==> src/rtl/multiword_add_pkg.sv <==
// ----------------------------------------------------------------------------
// multiword_add_pkg
//   Shared types and helpers for the word-serial multi-precision adder.
//   - state_t        : operand-tracking FSM states (IDLE between operands,
//                      BUSY while the carry of a partial operand is held)
//   - beat_cnt_width : width of the per-operand beat counter for a given
//                      beat limit (wide enough to hold 0..max_beats)
// ----------------------------------------------------------------------------
package multiword_add_pkg;

    typedef enum logic {
        IDLE = 1'b0,
        BUSY = 1'b1
    } state_t;

    // Beat counter width for the default configuration of the stage.
    localparam int unsigned MAX_BEATS_DEFAULT = 4;
    localparam int unsigned BEAT_CNT_W_DEFAULT = $clog2(MAX_BEATS_DEFAULT + 1);

    // Counter width able to represent 0..max_beats; never narrower than 1 bit.
    function automatic int beat_cnt_width(input int max_beats);
        int w;
        w = $clog2(max_beats + 1);
        return (w < 1) ? 1 : w;
    endfunction

endpackage

==> src/rtl/word_add_cell.sv <==
// ----------------------------------------------------------------------------
// word_add_cell
//   Combinational N-bit adder with carry in and carry out.
//   Ports:
//     a, b  in  N   addend words
//     cin   in  1   carry in
//     sum   out N   low N bits of a + b + cin
//     cout  out 1   carry out of bit N-1
// ----------------------------------------------------------------------------
module word_add_cell #(
    parameter int N = 8
) (
    input  logic [N-1:0] a,
    input  logic [N-1:0] b,
    input  logic         cin,
    output logic [N-1:0] sum,
    output logic         cout
);

    // Zero-extend everything to N+1 bits so the carry lands in the top bit.
    assign {cout, sum} = {1'b0, a} + {1'b0, b} + {{N{1'b0}}, cin};

endmodule

==> src/rtl/multiword_add_seq.sv <==
// ----------------------------------------------------------------------------
// multiword_add_seq
//   Streaming multi-precision adder stage. Operand pairs arrive one N-bit word
//   per beat, least-significant word first; the carry is chained between beats
//   and one registered sum word is emitted per beat (1-cycle latency, full
//   throughput). A beat limit (MAX_BEATS) forces the end of an operand that
//   never signals in_last and flags it on out_err.
//
//   Optional feature macro: OVERFLOW_DETECT_EN
//     defined   -> out_ovf reports signed overflow of the final word
//     undefined -> out_ovf is tied to 0
//
//   Ports:
//     clk        in   1   clock, rising edge
//     rst        in   1   asynchronous active-high reset
//     in_valid   in   1   operand beat valid
//     in_ready   out  1   stage can accept a beat
//     in_a       in   N   operand A word
//     in_b       in   N   operand B word
//     in_last    in   1   final (most-significant) word of the operand
//     out_valid  out  1   sum beat valid
//     out_ready  in   1   downstream accepts the sum beat
//     out_sum    out  N   sum word
//     out_last   out  1   final word of the result
//     out_carry  out  1   carry out of the final word (0 on non-last beats)
//     out_err    out  1   operand was cut at the beat limit (forced last)
//     out_ovf    out  1   signed overflow of the final word
// ----------------------------------------------------------------------------
module multiword_add_seq
    import multiword_add_pkg::*;
#(
    parameter int N         = 8,
    parameter int MAX_BEATS = 4
) (
    input  logic         clk,
    input  logic         rst,
    input  logic         in_valid,
    output logic         in_ready,
    input  logic [N-1:0] in_a,
    input  logic [N-1:0] in_b,
    input  logic         in_last,
    output logic         out_valid,
    input  logic         out_ready,
    output logic [N-1:0] out_sum,
    output logic         out_last,
    output logic         out_carry,
    output logic         out_err,
    output logic         out_ovf
);

    localparam int CNT_W = beat_cnt_width(MAX_BEATS);
    // Counter value of the final permitted beat of an operand.
    localparam logic [CNT_W-1:0] LAST_CNT = CNT_W'(MAX_BEATS - 1);

    // ------------------------------------------------------------------
    // State and output register slice
    // ------------------------------------------------------------------
    state_t          state_q;
    logic            carry_q;
    logic [CNT_W-1:0] beat_cnt_q;

    logic            out_valid_q;
    logic [N-1:0]    out_sum_q;
    logic            out_last_q;
    logic            out_carry_q;
    logic            out_err_q;

    // ------------------------------------------------------------------
    // Datapath
    // ------------------------------------------------------------------
    logic            xfer;
    logic            last_eff;
    logic            cin;
    logic [N-1:0]    sum_w;
    logic            cout_w;
    logic [CNT_W-1:0] beat_cnt_d;

    // The slice can take a new beat when it is empty or is being drained
    // this same cycle, which gives one beat per cycle under no backpressure.
    assign in_ready = !out_valid_q | out_ready;
    assign xfer     = in_valid & in_ready;

    // An operand ends either on in_last or when the beat limit is reached.
    assign last_eff = in_last | (beat_cnt_q == LAST_CNT);

    // Carry is only meaningful mid-operand; the first word always adds with 0.
    assign cin = (state_q == BUSY) & carry_q;

    assign beat_cnt_d = (state_q == IDLE) ? CNT_W'(1) : beat_cnt_q + CNT_W'(1);

    word_add_cell #(
        .N (N)
    ) u_add (
        .a    (in_a),
        .b    (in_b),
        .cin  (cin),
        .sum  (sum_w),
        .cout (cout_w)
    );

`ifdef OVERFLOW_DETECT_EN
    logic out_ovf_q;
    logic ovf_d;

    // Signed overflow: both addends share a sign and the result sign differs.
    assign ovf_d = last_eff & (in_a[N-1] == in_b[N-1]) & (sum_w[N-1] != in_a[N-1]);
    assign out_ovf = out_ovf_q;
`else
    assign out_ovf = 1'b0;
`endif

    // ------------------------------------------------------------------
    // FSM, beat counter, carry chain and registered outputs
    // ------------------------------------------------------------------
    always_ff @(posedge clk or posedge rst) begin
        if (rst) begin
            state_q     <= IDLE;
            carry_q     <= 1'b0;
            beat_cnt_q  <= '0;
            out_valid_q <= 1'b0;
            out_sum_q   <= '0;
            out_last_q  <= 1'b0;
            out_carry_q <= 1'b0;
            out_err_q   <= 1'b0;
`ifdef OVERFLOW_DETECT_EN
            out_ovf_q   <= 1'b0;
`endif
        end else begin
            if (xfer) begin
                out_valid_q <= 1'b1;
                out_sum_q   <= sum_w;
                out_last_q  <= last_eff;
                out_carry_q <= last_eff & cout_w;
                // Error only when the limit, not the source, ended the operand.
                out_err_q   <= last_eff & !in_last;
`ifdef OVERFLOW_DETECT_EN
                out_ovf_q   <= ovf_d;
`endif
                if (last_eff) begin
                    state_q    <= IDLE;
                    carry_q    <= 1'b0;
                    beat_cnt_q <= '0;
                end else begin
                    state_q    <= BUSY;
                    carry_q    <= cout_w;
                    beat_cnt_q <= beat_cnt_d;
                end
            end else if (out_ready) begin
                // Beat consumed and nothing new to load; payload fields keep
                // their last value but are qualified by out_valid.
                out_valid_q <= 1'b0;
            end
        end
    end

    assign out_valid = out_valid_q;
    assign out_sum   = out_sum_q;
    assign out_last  = out_last_q;
    assign out_carry = out_carry_q;
    assign out_err   = out_err_q;

endmodule

==> config.mk <==
export PLATFORM = sky130hd
export DESIGN_NAME = multiword_add_seq
export DESIGN_NICKNAME = d
export VERILOG_FILES = /design/src/rtl/multiword_add_pkg.sv /design/src/rtl/word_add_cell.sv /design/src/rtl/multiword_add_seq.sv
export SDC_FILE = /design/constraint.sdc
export NUM_CORES = 1
export LEC_CHECK = 0
export CAP_MARGIN = 20
export CORE_MARGIN = 1.5
export CORE_UTILIZATION = 45
export CTS_CLUSTER_DIAMETER = 200
export DETAILED_ROUTE_END_ITERATION = 16
export PLACE_DENSITY = 0.78
export SLEW_MARGIN = 15
export SYNTH_ARGS = -nofsm -noshare
export SYNTH_HDL_FRONTEND = slang
export SYNTH_SLANG_ARGS = --single-unit
==> constraint.sdc <==
create_clock -name clk -period 2.6 [get_ports clk]
set_clock_uncertainty 0.15 [all_clocks]
set_input_delay 0.39 -clock clk [delete_from_list [all_inputs] [get_ports clk]]
set_output_delay 0.39 -clock clk [all_outputs]
set_load 0.02 [all_outputs]
==> flow_metrics.env <==
export IMPL_outcome="completed"
export IMPL_postRouteAntennaNets=0
export IMPL_synthArstFlopShare=1.00
export IMPL_fmax_ghz=0.428
export IMPL_cpMostUsedCell="fa_1"
export IMPL_syn_num_nets=150
export IMPL_fin_cells=181
export IMPL_gp_congestion=0.856
export IMPL_antenna_cells=0
export IMPL_io_buffers=33
export IMPL_grt_total_usage=0.208
export IMPL_synth_edf_count=0
export IMPL_htree_levels=1
export IMPL_yosysUniqueCellTypes=38
export IMPL_clockRootBuffer="clkbuf_4"
export IMPL_max_stage_delay_ns=0.47
export IMPL_grt_pass1_vias=1035
export IMPL_clkSlewWorstSetupHoldPaths_ns=0.10
export IMPL_reg2reg_slack_ns=0.41
export IMPL_path_class="in -> reg"
export IMPL_synth_ff_latch_count=17
export IMPL_clkLatencyLatePin_ns=0.29
export IMPL_end_kind="flip-flop"
export IMPL_fin_nets=186
export IMPL_routedWlPerCell_microns=14.1
export IMPL_tightestPinTransition_ns=0.652
export IMPL_yosys_area_top_type="dfrtp_1"
export IMPL_rows=17
export IMPL_globalRoute_totalOverflow=0
export IMPL_crit_reg2reg_launch="state_q"
export IMPL_clockBufferDepth=2
export IMPL_cp_start_kind="primary input"
export IMPL_synthFlopType="dfrtp_1"
export IMPL_antenna_found_initial=0
export IMPL_min_period_ns=2.34
export IMPL_routed_wl_mm=2.55
export IMPL_cp_startpoint="in_a[0]"
export IMPL_critPathArrivalTime_ns=2.38
export IMPL_path_cells="clkdlybuf4s50_1 -> inv_1 -> fa_1 -> fa_1 -> nor2b_4 -> o31a_1 -> a211oi_1 -> a21o_1"
export IMPL_yosysWarnings=0
export IMPL_placed_cells=177
export IMPL_hold_violations=0
export IMPL_min_path_type="in -> async"
export IMPL_ctsResizeCount=0
export IMPL_drt_pre_antenna_iters=4
export IMPL_die_w_microns=52.6
export IMPL_tritoncts="built"
export IMPL_crit_family="adder cells"
export IMPL_rsz0062_at_grt="no"
export IMPL_worst_path_buf_inv=2
export IMPL_dieArea_sq_um=2760
export IMPL_synth_area_leaders="dfrtp_1 (39%), ha_1 (10%), o21ai_1 (4.1%)"
export IMPL_vias=1019
export IMPL_grt_pass1_wl_mm=4.26
export IMPL_ios=35
export IMPL_via_per_inst=5.63
export IMPL_start_util=0.490
export IMPL_drv_cap=0
export IMPL_mappedNetlistArea_sq_um=1100
export IMPL_p_leak_nw=0.666
export IMPL_final_core_util=0.660
export IMPL_min_period_over_period=0.899
export IMPL_clock_sinks=17
export IMPL_dieHeight_microns=52.6
export IMPL_crit_path_top_delay_cell="fa_1"
export IMPL_setup_violations_final=0
export IMPL_ir_drop_v=0.000327
export IMPL_cts_hold_buf=0
export IMPL_worst_endpoint_required_ns=2.65
export IMPL_hpwl_mm=2.03
export IMPL_grt_max_degree=18
export IMPL_synth_top_area_frac=0.385
export IMPL_remaining_drc_errors=0
export IMPL_drive_above_1_share=0.0784
export IMPL_synth_area_per_cell_sq_um=9.36
export IMPL_core_sq_um=2250
export IMPL_syn2layout_area_growth_pct=34.8
export IMPL_crit_fanout=4
export IMPL_slew_headroom=0.565
export IMPL_p_per_area_nw_per_um2=523
export IMPL_slew_viol_final=0
export IMPL_drt_iter0_markers=22
export IMPL_syn_inst=118
export IMPL_post_cts_setup_buffers=0
export IMPL_synth_seq_area_share=0.385
export IMPL_cts_made_buffers=3
layout by cell type, fill, tap and decap left out, drive strengths merged, types with 2 or more instances in the layout:
master	count
clkbuf	3
o21a	3
clkdlybuf4s50	33
o2111ai	2
o21ai	10
dfrtp	17
a211oi	2
nor3	3
o31a	3
o31ai	3
o311a	2
a21oi	3
a22oi	3
inv	12
nor2	5
nand3	5
nor2b	3
fa	2
ha	9
a21o	2
nand4	2
or4	2
nand2	12
worst paths after layout:
kind	to	cells past startpoint
max	out_sum[4]	8
min	out_sum[1]	2
max reg2reg	out_sum[4]	7
min reg2reg	out_sum[3]	2
max in group asynchronous	out_valid	2
min in group clk	out_sum[3]	2
cells in the mapped netlist, types with 2 or more instances:
library cell and count:
a21oi_1 3, nor2b_4 2, nand2_1 12, a211oi_1 2, o2111ai_1 2, or4_1 2, o31a_1 3, nand3_1 5
dfrtp_1 17, a21o_1 2, o21ai_1 9, nor2_1 5, o21a_1 2, o311a_1 2, nand4_1 2, nor3_1 3
a22oi_1 3, inv_1 9, ha_1 9, fa_1 2, inv_2 3, o31ai_1 3
per-layer routing:
metal,GRT usage,wire length (microns),share of wire
met1,0.245,1100,0.43
met2,0.385,1340,0.53
met3,0.0200,74,0.029
met4,0.0769,27,0.011
met5,0,0,0
layout make-up:
type	instances	area (sq um)
timing repair buffer	34	338
sequential	17	425
multi-input combinational	86	618
clock buffer	3	22.5
inverter	12	45.0
tap	28	35.0
fill	213	766
clock inverter	1	5.00
report_power, final:
part	switching, W	internal [W]	leakage, nW
logic	0.000155	0.000152	0.436
clock network	0.0000843	0.0000572	0.0177
registers	0.0000251	0.000305	0.212
worst register-to-register path, delay by kind of cell, from the launching register on:
family | cells | cell delay [ns]
AO/OA/AOI/OAI | 3 | 0.40
adder cells (fa/ha/maj) | 2 | 0.89
flip-flops | 1 | 0.41
AND/OR/NAND/NOR | 2 | 0.23
sequential cells by signal, indices dropped and copies added (netlist names):
signal and cells:
out_sum 8, beat_cnt_q 3, carry_q 1, out_carry 1, out_err 1, out_last 1
out_valid 1, state_q 1
per-stage QoR:
stage          setup slack, ns  instance area (sq um)  total power, W  setup TNS (ns)  hold slack, ns
6_report                 0.263                   1490        0.000779               0           0.334
5_1_grt                  0.190                   1490        0.000835               0           0.370
4_1_cts                  0.260                   1490        0.000785               0           0.351
3_5_place_dp           -0.0535                   1460        0.000643          -0.110           0.327
3_3_place_gp            0.0236                   1460        0.000634               0           0.305
2_1_floorplan            0.539                   1100        0.000507               0           0.166
kinds of logic after synthesis:
family	synth area share
adder cells (fa/ha/maj)	0.138
AO/OA/AOI/OAI	0.237
AND/OR/NAND/NOR	0.173
buffers and inverters	0.0555
other	0.00339
XOR/XNOR	0.00793
flip-flops	0.385
No activity file was read; power rests on OpenSTA's default activity.
